### config.mk
export PLATFORM = sky130hd
export DESIGN_NAME = mac_layer_sequencer_flat
export DESIGN_NICKNAME = d
export VERILOG_FILES = /design/src/rtl/mac_layer_sequencer_if.sv /design/src/rtl/mac_layer_sequencer.sv /design/src/flat_wrapper.sv
export SDC_FILE = /design/constraint.sdc
export NUM_CORES = 1
export LEC_CHECK = 0
export ABC_AREA = 0
export BUFFER_PORTS_ARGS = -buffer_cell sky130_fd_sc_hd__buf_2
export CAP_MARGIN = 20
export CORE_MARGIN = 5
export CORE_UTILIZATION = 38
export DETAILED_ROUTE_END_ITERATION = 6
export GPL_ROUTABILITY_DRIVEN = 0
export PLACE_DENSITY = 0.6
export SLEW_MARGIN = 20
export SYNTH_ARGS = -nofsm -noshare
export SYNTH_HDL_FRONTEND = slang
export SYNTH_SLANG_ARGS = --single-unit
### constraint.sdc
create_clock -name clk -period 7.8 [get_ports clk]
set_input_delay 0 -clock clk [delete_from_list [all_inputs] [get_ports clk]]
set_output_delay 0 -clock clk [all_outputs]
set_load 0.01 [all_outputs]
### src/rtl/mac_layer_sequencer_if.sv
// Handshake and SRAM bus bundle for the fully-connected layer sequencer.
// The master is the network controller plus the SRAMs; the slave is the sequencer.
interface mac_layer_sequencer_if #(
    parameter int DATA_W = 16,
    parameter int ADDR_W = 4
);
    logic                       start;
    logic [ADDR_W-1:0]          n_in;
    logic [ADDR_W-1:0]          n_out;
    logic                       busy;
    logic                       done;
    logic                       in_rd;
    logic [ADDR_W-1:0]          in_addr;
    logic                       w_rd;
    logic [2*ADDR_W-1:0]        w_addr;
    logic signed [DATA_W-1:0]   in_data;
    logic signed [DATA_W-1:0]   w_data;
    logic                       out_we;
    logic [ADDR_W-1:0]          out_addr;
    logic signed [DATA_W-1:0]   out_data;

    modport master (
        output start, n_in, n_out, in_data, w_data,
        input  busy, done, in_rd, in_addr, w_rd, w_addr,
        input  out_we, out_addr, out_data
    );

    modport slave (
        input  start, n_in, n_out, in_data, w_data,
        output busy, done, in_rd, in_addr, w_rd, w_addr,
        output out_we, out_addr, out_data
    );
endinterface

### src/rtl/mac_layer_sequencer.sv
// Fully-connected layer sequencer: streams inputs and weights, accumulates,
// then writes ReLU + rescaled + saturated neuron values to the output SRAM.
module mac_layer_sequencer #(
    parameter int DATA_W = 16,
    parameter int ADDR_W = 4,
    parameter int ACC_W  = 36,
    parameter int FRAC   = 8
) (
    input  logic                 clk,
    input  logic                 rst,
    mac_layer_sequencer_if.slave bus
);
    typedef enum logic [2:0] {
        IDLE,
        FETCH,
        DRAIN,
        WRITE,
        DONE
    } state_t;

    state_t state, nxt;

    logic [ADDR_W-1:0]        i, o, nin_q, nout_q;
    logic [ADDR_W-1:0]        last_i, last_o;
    logic [ADDR_W-1:0]        oaddr_q;
    logic signed [DATA_W-1:0] odata_q, act;
    logic signed [ACC_W-1:0]  acc, sh, prod_ext;
    logic signed [2*DATA_W-1:0] prod;
    logic                     vld, rd, we, bsy, dn;
    logic                     accept;

    assign last_i = nin_q - {{(ADDR_W-1){1'b0}}, 1'b1};
    assign last_o = nout_q - {{(ADDR_W-1){1'b0}}, 1'b1};
    assign accept = (state == IDLE) && bus.start;

    always_comb begin
        nxt = state;
        rd  = 1'b0;
        we  = 1'b0;
        bsy = 1'b1;
        dn  = 1'b0;
        unique case (state)
            IDLE: begin
                bsy = 1'b0;
                if (bus.start) begin
                    if (bus.n_in != '0 && bus.n_out != '0)
                        nxt = FETCH;
                    else
                        nxt = DONE;
                end
            end
            FETCH: begin
                rd = 1'b1;
                if (i == last_i) nxt = DRAIN;
            end
            DRAIN: nxt = WRITE;
            WRITE: begin
                we  = 1'b1;
                nxt = (o == last_o) ? DONE : FETCH;
            end
            DONE: begin
                dn  = 1'b1;
                nxt = IDLE;
            end
            default: nxt = IDLE;
        endcase
    end

    always_ff @(posedge clk) begin
        if (rst) state <= IDLE;
        else     state <= nxt;
    end

    assign prod     = $signed(bus.in_data) * $signed(bus.w_data);
    assign prod_ext = {{(ACC_W-2*DATA_W){prod[2*DATA_W-1]}}, prod};
    assign sh       = acc >>> FRAC;

    // sh is non-negative when used, so any set bit at or above DATA_W-1 overflows
    always_comb begin
        act = '0;
        if (!acc[ACC_W-1]) begin
            if (|sh[ACC_W-1:DATA_W-1])
                act = {1'b0, {(DATA_W-1){1'b1}}};
            else
                act = sh[DATA_W-1:0];
        end
    end

    always_ff @(posedge clk) begin
        if (rst) begin
            i       <= '0;
            o       <= '0;
            nin_q   <= '0;
            nout_q  <= '0;
            acc     <= '0;
            vld     <= 1'b0;
            oaddr_q <= '0;
            odata_q <= '0;
        end else begin
            vld <= rd;
            if (accept) begin
                nin_q  <= bus.n_in;
                nout_q <= bus.n_out;
                i      <= '0;
                o      <= '0;
                acc    <= '0;
            end
            if (rd)  i   <= i + 1'b1;
            if (vld) acc <= acc + prod_ext;
            if (we) begin
                acc     <= '0;
                i       <= '0;
                oaddr_q <= o;
                odata_q <= act;
                if (o != last_o) o <= o + 1'b1;
            end
        end
    end

    assign bus.busy     = bsy;
    assign bus.done     = dn;
    assign bus.in_rd    = rd;
    assign bus.w_rd     = rd;
    assign bus.in_addr  = i;
    assign bus.w_addr   = {{ADDR_W{1'b0}}, o} * {{ADDR_W{1'b0}}, nin_q}
                        + {{ADDR_W{1'b0}}, i};
    assign bus.out_we   = we;
    assign bus.out_addr = we ? o : oaddr_q;
    assign bus.out_data = we ? act : odata_q;
endmodule

### src/flat_wrapper.sv
// flat-port wrapper written by rule: the top's interface ports become plain ports
module mac_layer_sequencer_flat 
#(
    parameter int DATA_W = 16,
    parameter int ADDR_W = 4,
    parameter int ACC_W  = 36,
    parameter int FRAC   = 8
)
  (clk, rst, bus_start, bus_n_in, bus_n_out, bus_in_data, bus_w_data, bus_busy, bus_done, bus_in_rd, bus_in_addr, bus_w_rd, bus_w_addr, bus_out_we, bus_out_addr, bus_out_data);
  mac_layer_sequencer_if #(.DATA_W(DATA_W), .ADDR_W(ADDR_W)) bus_i ();
  input  logic clk;
  input  logic rst;
  input wire logic [$bits(bus_i.start)-1:0] bus_start;
  input wire logic [$bits(bus_i.n_in)-1:0] bus_n_in;
  input wire logic [$bits(bus_i.n_out)-1:0] bus_n_out;
  input wire logic [$bits(bus_i.in_data)-1:0] bus_in_data;
  input wire logic [$bits(bus_i.w_data)-1:0] bus_w_data;
  output wire logic [$bits(bus_i.busy)-1:0] bus_busy;
  output wire logic [$bits(bus_i.done)-1:0] bus_done;
  output wire logic [$bits(bus_i.in_rd)-1:0] bus_in_rd;
  output wire logic [$bits(bus_i.in_addr)-1:0] bus_in_addr;
  output wire logic [$bits(bus_i.w_rd)-1:0] bus_w_rd;
  output wire logic [$bits(bus_i.w_addr)-1:0] bus_w_addr;
  output wire logic [$bits(bus_i.out_we)-1:0] bus_out_we;
  output wire logic [$bits(bus_i.out_addr)-1:0] bus_out_addr;
  output wire logic [$bits(bus_i.out_data)-1:0] bus_out_data;
  assign bus_i.start = bus_start;
  assign bus_i.n_in = bus_n_in;
  assign bus_i.n_out = bus_n_out;
  assign bus_i.in_data = bus_in_data;
  assign bus_i.w_data = bus_w_data;
  assign bus_busy = bus_i.busy;
  assign bus_done = bus_i.done;
  assign bus_in_rd = bus_i.in_rd;
  assign bus_in_addr = bus_i.in_addr;
  assign bus_w_rd = bus_i.w_rd;
  assign bus_w_addr = bus_i.w_addr;
  assign bus_out_we = bus_i.out_we;
  assign bus_out_addr = bus_i.out_addr;
  assign bus_out_data = bus_i.out_data;
  mac_layer_sequencer #(.DATA_W(DATA_W), .ADDR_W(ADDR_W), .ACC_W(ACC_W), .FRAC(FRAC)) u_core (.clk(clk), .rst(rst), .bus(bus_i));
endmodule
==> results of run 1 <==
## cell usage in the layout, fill, tap and decap left out, types with 9 or more instances in the layout
| master | count |
|---|---|
| o31ai_1 | 15 |
| dfxtp_1 | 76 |
| ha_1 | 127 |
| xnor2_1 | 41 |
| a21oi_1 | 58 |
| nor2_1 | 71 |
| nand2_1 | 210 |
| fa_1 | 321 |
| and2_1 | 139 |
| a21o_1 | 14 |
| nor3_1 | 12 |
| nor2b_1 | 23 |
| inv_1 | 408 |
| buf_2 | 79 |
| o21ai_0 | 34 |
| xor2_1 | 15 |
| and3_1 | 16 |
| clkbuf_16 | 9 |
## flip-flops by register name, summed over array words and instances, names as in the netlist
register	flops
u_core.acc	36
u_core.odata_q	16
u_core.bus.in_addr	4
u_core.nin_q	4
u_core.nout_q	4
u_core.o	4
u_core.oaddr_q	4
u_core.state	3
u_core.vld	1
## how the worst min path moves through the flow
stage	from	end	slack, ns	cells past startpoint
2_1_floorplan	bus_n_out[1]	u_core.nout_q[1]	0.14	2
3_3_place_gp	bus_n_out[3]	u_core.nout_q[3]	0.26	3
3_5_place_dp	bus_n_out[3]	u_core.nout_q[3]	0.27	3
4_1_cts	bus_start	u_core.state[2]	0.05	3
5_1_grt	bus_start	u_core.state[2]	0.10	3
6_report	bus_start	u_core.state[2]	0.07	3
## final cells by class
class / count / area share, %
Tap cell: 525 / 3.946
Clock buffer: 10 / 1.435
Clock inverter: 6 / 0.4209
Timing Repair Buffer: 90 / 2.991
Sequential cell: 76 / 9.139
Inverter: 408 / 9.199
Multi-Input combinational cell: 1188 / 72.87
## metrics by stage
| step | utilization [%] | std cells | hold WS (ns) |
|---|---|---|---|
| finish | 41.71 | 2303 | 0.07390 |
| global route | 41.71 | 2303 | 0.1026 |
| CTS | 41.71 | 2303 | 0.05214 |
| detailed placement | 40.74 | 2279 | 0.2650 |
| global placement | 40.74 | 2279 | 0.2613 |
| floorplan | - | 1738 | 0.1360 |
## routing by layer
metal	vias up	GRT usage [%]	routed length, um
li1	5283	-	-
met1	5639	20.73	14900
met2	185	29.95	18500
met3	45	1.541	961
met4	0	3.510	677
met5	-	0	0
## tightest hold or removal path, stage by stage
cell,delay (ns)
buf_2,0.12
o211ai_1,0.13
a21oi_1,0.12
## cell families after synthesis
family,after synthesis
flip-flops,76
multiplexers,2
AND/OR/NAND/NOR,511
buffers and inverters,474
adder cells (fa/ha/maj),448
XOR/XNOR,56
AO/OA/AOI/OAI,171
## repair_timing
| item | 4_1_cts | 5_1_grt |
|---|---|---|
| endpoints found under the hold margin | 8 | 0 |
| hold buffers | 8 | 0 |
| endpoints found under the setup margin | 0 | 0 |
==> run_results.csv, run 1 <==
group,metric,value,unit
outcome,status,"finished clean",
clocking,clkTransAtPathRegs,0.06,ns
sta,hold_viol,0,
floorplan,core,39910,um^2
clocking,cts_sinks,76,
synth,synth_fp_nets,2229,
synth,synth-async-reset-ratio,0,%
floorplan,start_util,38.66,%
placement,io_buffer_count,79,
synth,yosys.area_share.simple,16.16,%
critical_path,crit_chain,"buf_2, and2_1, inv_1, fa_1, fa_1, fa_1, inv_1, fa_1, fa_1, inv_1, fa_1, inv_1, ha_1, and4_1, nand2_1, a31oi_1, nor2_1, o21ai_1, a311oi_1, xor2_1, o21ai_0",
synth,syn-instance-count,1738,
cells_and_area,final_cell_area,16650,um^2
placement,dp_hpwl,29.59,mm
synth,synth_top_family_by_area,"adder cells",
global_route,grt_pass1_vias,12160,
critical_path,critPathBufInv,5,
sta,fin_worst_skew,0.009626,ns
clocking,htree_num_levels,3,
synth,synth_top_flop_cell,"dfxtp_1",
cells_and_area,seq_area,1521,um^2
clocking,clkLatencyLatePin,0.34,ns
clocking,cts_tree,"yes",
critical_path,critical_path_depth,21,
route,post_drt_via_cell_ratio,4.842,
sta,worst_slew_pin_slew,1.080,ns
floorplan,num_rows,73,
critical_path,cp.required,8.07,ns
route,vias,11150,
synth,yosys-top-cells-count,"inv_1, fa_1, nand2_1",
synth,syn_avg_cell_area,8.879,um^2
floorplan,pin_count,80,
sta,max-slew-margin-rel,27.83,%
critical_path,critPathLaunchType,"input port",
synth,ys_types,58,
synth,yosysWarnings,0,
clocking,cts_root_buffer,"clkbuf_16",
placement,post-place-ws,1.685,ns
critical_path,worst-setup-path-type,"in2reg",
sta,post-route-period-util,74.67,%
global_route,grt_overflow,0,
floorplan,die_w,211.5,um
floorplan,die_y,211.5,um
critical_path,r2r-start,"u_core.acc[15]",
cells_and_area,final_nets,2264,
critical_path,ff2ff_setup_slack,2.54,ns
cells_and_area,fillers,4002,
floorplan,dieArea,44740,um^2
critical_path,endpoint,"u_core.acc[29]",
synth,synth_edf_count,0,
synth,ys_ff_latch,76,
sta,min_period,5.825,ns
synth,synthMuxAreaShare,0.1378,%
cells_and_area,multiInputGateArea,12130,um^2
synth,yosys.area_share.adder,51.94,%
critical_path,reg2reg_depth,18,
clocking,cts_resized,0,
route,routed_wl,35.04,mm
critical_path,worstReg2RegEnd,"u_core.acc[29]",
route,ant_nets,0,
global_route,grt_pass1_wl,59.80,mm
critical_path,cp_top_family,"adder cells",
sta,fmax,171.7,MHz
sta,rsz0062_at_grt,"no",
global_route,grt_max_degree,38,
synth,yosys.area_share.xor_xnor,3.178,%
critical_path,worst_ep_arrival_time,6.09,ns
worst_hold_path,min_path_type,"in2reg",
synth,ys_seq_area_share,9.860,%
synth,synth_top_area_share,41.64,%
cells_and_area,drive_above_1_share,6.243,%
route,wire_per_inst,15.21,um
synth,synth_compound_area_share,7.168,%
clocking,cts_buffers,9,
synth,yosys-top-cells-area,"fa_1, ha_1, inv_1",
global_route,gr-usage-all-layers,16.25,%
cells_and_area,antenna_cells,0,
route,firstDrtPassIters,5,
critical_path,cp_common_cell,"fa_1",
sta,slew_violations,0,
synth,yosys.area.top_type,"fa_1",
critical_path,critPathSlowestCell,"fa_1",
route,dr.first_iter.drc_count,482,
synth,syn-cell-area,15430,um^2
clocking,clockBufferDepth,2,
run,drv_cap,0,
critical_path,slowest_delay,0.88,ns
critical_path,crit_start,"bus_w_data[2]",
global_route,antenna_found_initial,0,
critical_path,crit_path_end_kind,"register",
placement,dpl_cell_area,16260,um^2
sta,setup_viol,0,
critical_path,cp_max_fo,16,
sta,finalSetupTns,0,ns
cells_and_area,areaGrowthSynthToFinish,7.890,%
clocking,cts_setup_buffers,0,
sta,layout_setup_ws,1.975,ns
route,drc,0,
synth,yosysMostFrequentCell,"inv_1",
Power of run 1 is not shown: default switching activity piles up to over one toggle a cycle in this logic, so the estimate is an artifact.
==> run 2, diff against run 1 <==
ABC_AREA = 1   (was 0)
clock period = 5.51 ns   (was 7.8 ns; I/O delays follow)
==> run 2 against run 1 <==
Net effect:
- clock-buffer cell count rose by 2
- global-route usage increased by 1.7 points
- register-to-register slack lost 1.7 ns
- first-iteration DRC count is 31% higher
- synthesized cell count increased by 29%
- largest cell class unchanged
==> run_results.csv, run 2 <==
group,metric,value,unit
route,wire_per_inst,14.27,um
worst_hold_path,hold_start,"bus_start",
global_route,gr-usage-all-layers,17.94,%
route,routed.top_layer,"met4",
sta,hold_ws,0.1085,ns
sta,layout_setup_ws,0.4022,ns
outcome,status,"finished clean",
sta,min_period,5.108,ns
cells_and_area,areaGrowthSynthToFinish,8.503,%
critical_path,crit_path_end_kind,"register",
critical_path,ff2ff_setup_slack,0.83,ns
cells_and_area,layout_common_cells,"inv_1, nand2_1, fa_1",
synth,ys_types,43,
placement,io_buffer_count,79,
synth,yosys-top-cells-area,"fa_1, inv_1, nand2_1",
cells_and_area,layout_commonest_cell,"inv_1",
floorplan,pin_count,80,
synth,synth_top_flop_cell,"dfxtp_1",
worst_hold_path,min_path_type,"in2reg",
synth,syn-cell-area,16670,um^2
floorplan,die_w,219.5,um
floorplan,start_util,38.53,%
worst_hold_path,whs_endpoint,"u_core.bus.in_addr[2]",
global_route,grt_pass1_wl,70.35,mm
route,routed_wl,41.01,mm
synth,synth_edf_count,0,
sta,fin_worst_skew,0.003733,ns
clocking,htree_num_levels,3,
global_route,antenna_found_initial,0,
sta,post-route-period-util,92.70,%
cells_and_area,top_regs,"u_core.acc (36), u_core.odata_q (16)",
cells_and_area,final_nets,2774,
sta,fmax,195.8,MHz
worst_hold_path,min_path_cells,4,
critical_path,critPathLaunchType,"input port",
route,post_drt_via_cell_ratio,4.656,
placement,post-place-ws,-0.08246,ns
critical_path,worst-setup-path-type,"in2reg",
route,vias,13380,
route,firstDrtPassIters,5,
synth,synth_fp_nets,2727,
cells_and_area,largest_register_ffs,36,
floorplan,core,43270,um^2
synth,syn_avg_cell_area,7.456,um^2
critical_path,r2r-start,"u_core.acc[15]",
route,drc,0,
global_route,grt_overflow,0,
synth,ys_ff_latch,76,
cells_and_area,antenna_cells,0,
critical_path,reg2reg_depth,21,
route,met2_length,20.78,mm
clocking,cts_tree,"yes",
cells_and_area,regMostFlops,"u_core.acc",
synth,yosysWarnings,0,
clocking,cts_buffers,9,
critical_path,cp.required,5.72,ns
sta,slew_violations,0,
sta,max-slew-margin-rel,54.59,%
cells_and_area,drive_above_1_share,8.479,%
critical_path,worst_ep_arrival_time,5.31,ns
clocking,clkTransAtPathRegs,0.06,ns
synth,synth-async-reset-ratio,0,%
run,drv_cap,0,
route,ant_nets,0,
floorplan,die_y,219.5,um
cells_and_area,fillers,4511,
synth,yosysMostFrequentCell,"inv_1",
sta,setup_viol,0,
global_route,grt_pass1_vias,14270,
clocking,cts_sinks,76,
clocking,clkLatencyLatePin,0.34,ns
synth,syn-instance-count,2236,
route,wl_met3,1.609,mm
floorplan,num_rows,76,
synth,synth_top_area_share,38.54,%
route,wl_met1,17.91,mm
synth,ys_seq_area_share,9.126,%
clocking,cts_root_buffer,"clkbuf_16",
clocking,clockBufferDepth,2,
sta,worst_slew_pin_slew,0.6801,ns
cells_and_area,final_util,41.81,%
placement,dp_hpwl,35.76,mm
synth,yosys-top-cells-count,"inv_1, nand2_1, fa_1",
critical_path,worstReg2RegEnd,"u_core.acc[34]",
floorplan,dieArea,48160,um^2
sta,hold_viol,0,
critical_path,cp_max_fo,10,
route,dr.first_iter.drc_count,631,
clocking,cts_setup_buffers,0,
sta,rsz0062_at_grt,"no",
global_route,grt_max_degree,37,
synth,yosys.area.top_type,"fa_1",
run 2: cell families after synthesis:
group / synth area share [%]
simple gates: 19.44
fa+ha+maj: 48.08
compound gates: 5.253
flops: 9.126
buf+inv: 17.22
xor+xnor: 0.8930
run 2: area by class of cell:
class / count / area [um^2] / share of cell area (%)
Multi-Input combinational cell: 1407 / 12290 / 67.96
Inverter: 665 / 2496 / 13.80
Clock buffer: 12 / 256.5 / 1.418
Clock inverter: 4 / 23.77 / 0.1314
Timing Repair Buffer: 124 / 765.7 / 4.233
Sequential cell: 76 / 1521 / 8.411
Tap cell: 585 / 732.0 / 4.046
run 2: metal layers:
layer,track usage (%),up-vias
li1,-,6481
met1,23.38,6597
met2,32.42,253
met3,2.074,46
met4,3.391,0
met5,0,-
run 2: per-stage QoR:
| step | cell area, um^2 | setup TNS [ns] | instances |
|---|---|---|---|
| CTS | 18080 | 0 | 2873 |
| detailed placement | 17720 | -0.08246 | 2849 |
| finish | 18090 | 0 | 2873 |
| floorplan | 16670 | 0 | 2236 |
| global route | 18090 | 0 | 2873 |
| global placement | 17720 | 0 | 2849 |
run 2: how the worst max path moves through the flow:
stage / from / end / slack, ns / depth (start not counted)
global route: bus_in_data[15] / u_core.acc[35] / 0.02 / 26
detailed placement: bus_in_data[15] / u_core.acc[34] / -0.08 / 20
floorplan: bus_in_data[15] / u_core.acc[35] / 0.25 / 21
global placement: bus_in_data[15] / u_core.acc[34] / 0.02 / 22
CTS: bus_in_data[15] / u_core.acc[34] / 0.27 / 20
finish: bus_in_data[15] / u_core.acc[25] / 0.40 / 24
run 2: worst max-delay path, stage by stage:
cell and delay (ns):
buf_2 0.23, nand2_1 0.15, fa_1 0.63, buf_4 0.14, inv_1 0.08, fa_1 0.48, inv_1 0.05, fa_1 0.50
inv_1 0.05, fa_1 0.50, fa_1 0.50, inv_1 0.05, fa_1 0.47, inv_1 0.04, ha_1 0.36, nand2_1 0.13
nor2_1 0.25, nand2_1 0.12, inv_1 0.10, nand3_1 0.16, nand3_1 0.13, nand2_1 0.05, nand3_1 0.07, a21oi_1 0.06
run 2: timing repair:
item	CTS	global route
hold buffers	8	0
gates resized for setup	0	4
endpoints found under the setup margin	0	2
hold endpoints to repair	8	0
Power of run 2 is left out for the same reason.
==> run 3, diff against run 2 <==
CELL_PAD_IN_SITES_DETAIL_PLACEMENT = 0   (was not set)
CELL_PAD_IN_SITES_GLOBAL_PLACEMENT = 1   (was not set)
PLACE_DENSITY = 0.74   (was 0.6)
==> run 3 against run 2 <==
Net effect:
- die area unchanged
- clock-buffer cell count down 1
- non-clock buffer count up 1
- core utilization up 0.16 points
- critical path depth down 1
- register-to-register slack worse by 0.10 ns
- critical endpoint is now u_core.acc[32]
- design area up 0.38%
- worst hold slack better by 0.022 ns
- wire length up 3.2%
- sequential share of layout area about the same
==> run_results.csv, run 3 (synthesis gave the netlist of run 2 again) <==
group,metric,value,unit
floorplan,dieArea,48160,um^2
global_route,grt_max_degree,37,
clocking,htree_num_levels,3,
route,wl_met1,18.32,mm
sta,hold_viol,0,
critical_path,ff2ff_setup_slack,0.73,ns
critical_path,reg2reg_depth,21,
route,dr.first_iter.drc_count,661,
sta,post-route-period-util,93.38,%
cells_and_area,final_cell_area,18160,um^2
sta,fmax,194.4,MHz
cells_and_area,final_nets,2775,
floorplan,die_w,219.5,um
floorplan,pin_count,80,
run,drv_cap,0,
outcome,status,"finished clean",
cells_and_area,drive_above_1_share,8.392,%
route,ant_nets,0,
cells_and_area,top_regs,"u_core.acc (36), u_core.odata_q (16)",
route,routed_wl,42.30,mm
clocking,cts_root_buffer,"clkbuf_16",
critical_path,worst-setup-path-type,"in2reg",
route,firstDrtPassIters,6,
critical_path,r2r-start,"u_core.acc[15]",
critical_path,crit_path_end_kind,"register",
critical_path,critPathLaunchType,"input port",
sta,worst_slew_pin_slew,0.6647,ns
worst_hold_path,min_path_cells,2,
critical_path,cp_max_fo,8,
floorplan,die_y,219.5,um
route,drc,0,
global_route,grt_overflow,0,
clocking,clkTransAtPathRegs,0.06,ns
clocking,cts_buffers,9,
floorplan,start_util,38.53,%
floorplan,core,43270,um^2
clocking,cts_tree,"yes",
sta,rsz0062_at_grt,"no",
worst_hold_path,hold_start,"rst",
placement,io_buffer_count,79,
route,routed.top_layer,"met4",
route,post_drt_via_cell_ratio,4.565,
cells_and_area,regMostFlops,"u_core.acc",
sta,finalSetupTns,0,ns
cells_and_area,areaGrowthSynthToFinish,8.916,%
global_route,grt_pass1_wl,71.85,mm
cells_and_area,largest_register_ffs,36,
route,wire_per_inst,14.72,um
route,vias,13110,
worst_hold_path,min_path_type,"in2reg",
cells_and_area,final_util,41.97,%
clocking,clockBufferDepth,2,
route,wl_met3,1.063,mm
floorplan,num_rows,76,
clocking,cts_sinks,76,
sta,setup_viol,0,
placement,dp_hpwl,37.36,mm
cells_and_area,layout_common_cells,"inv_1, nand2_1, fa_1",
route,met2_length,21.86,mm
global_route,antenna_found_initial,0,
cells_and_area,antenna_cells,0,
clocking,clkLatencyLatePin,0.34,ns
sta,max-slew-margin-rel,55.62,%
sta,slew_violations,0,
critical_path,cp.required,5.72,ns
worst_hold_path,whs_endpoint,"u_core.vld",
critical_path,worstReg2RegEnd,"u_core.acc[32]",
global_route,grt_pass1_vias,14140,
sta,min_period,5.145,ns
critical_path,worst_ep_arrival_time,5.35,ns
global_route,gr-usage-all-layers,18.52,%
cells_and_area,layout_commonest_cell,"inv_1",
placement,dpl_cell_area,17750,um^2
sta,fin_worst_skew,0.006464,ns
==> run 3: per-stage QoR <==
| step | cells | hold WS, ns | setup WS, ns |
|---|---|---|---|
| after floorplan | 2236 | 0.1349 | 0.2517 |
| after global placement | 2850 | 0.2514 | -0.01469 |
| after detailed placement | 2850 | 0.2586 | -0.01844 |
| after CTS | 2873 | 0.1179 | 0.3282 |
| after global routing | 2873 | 0.1584 | 0.01373 |
| final | 2873 | 0.1308 | 0.3648 |
==> run 3: final cells by class <==
| class | instances | area, um^2 |
|---|---|---|
| tap | 585 | 732.0 |
| clock inverter | 4 | 72.57 |
| multi-input combinational | 1407 | 12290 |
| sequential | 76 | 1521 |
| timing repair buffer | 125 | 798.3 |
| fill | 4415 | 25110 |
| clock buffer | 11 | 252.7 |
| inverter | 665 | 2496 |
==> run 3: what timing repair did <==
| item | in CTS | in global routing |
|---|---|---|
| hold buffers | 8 | 0 |
| endpoints found under the hold margin | 8 | 0 |
| setup buffers | 0 | 0 |
| setup endpoints to repair | 0 | 1 |
| gates resized for setup | 0 | 1 |
==> run 3: worst max path at each step <==
| stage | startpoint | endpoint | slack, ns | cells after the start |
|---|---|---|---|---|
| finish | bus_in_data[15] | u_core.acc[32] | 0.36 | 23 |
| global route | bus_in_data[15] | u_core.acc[32] | 0.01 | 24 |
| CTS | bus_in_data[15] | u_core.acc[34] | 0.33 | 23 |
| detailed placement | bus_in_data[15] | u_core.acc[34] | -0.02 | 21 |
| global placement | bus_in_data[15] | u_core.acc[34] | -0.01 | 23 |
| floorplan | bus_in_data[15] | u_core.acc[35] | 0.25 | 21 |
==> run 3: metal layers <==
| metal | vias to the layer above | GRT usage (%) |
|---|---|---|
| li1 | 6481 | - |
| met1 | 6402 | 23.71 |
| met2 | 177 | 34.10 |
| met3 | 54 | 1.360 |
| met4 | 0 | 4.417 |
| met5 | - | 0 |
==> run 3: worst max-delay path, stage by stage <==
cell and delay (ns):
buf_2 0.19, nand2_1 0.12, fa_1 0.60, fa_1 0.65, buf_12 0.20, fa_1 0.47, inv_1 0.05, fa_1 0.51
fa_1 0.49, inv_1 0.05, fa_1 0.48, inv_1 0.04, ha_1 0.37, nand2_1 0.12, nor2_1 0.21, buf_4 0.15
nand2_1 0.07, nor2_1 0.12, nand2_2 0.08, nand2_1 0.07, nand2_1 0.05, nand3_1 0.17, a21oi_2 0.08
Power of run 3 is left out for the same reason.
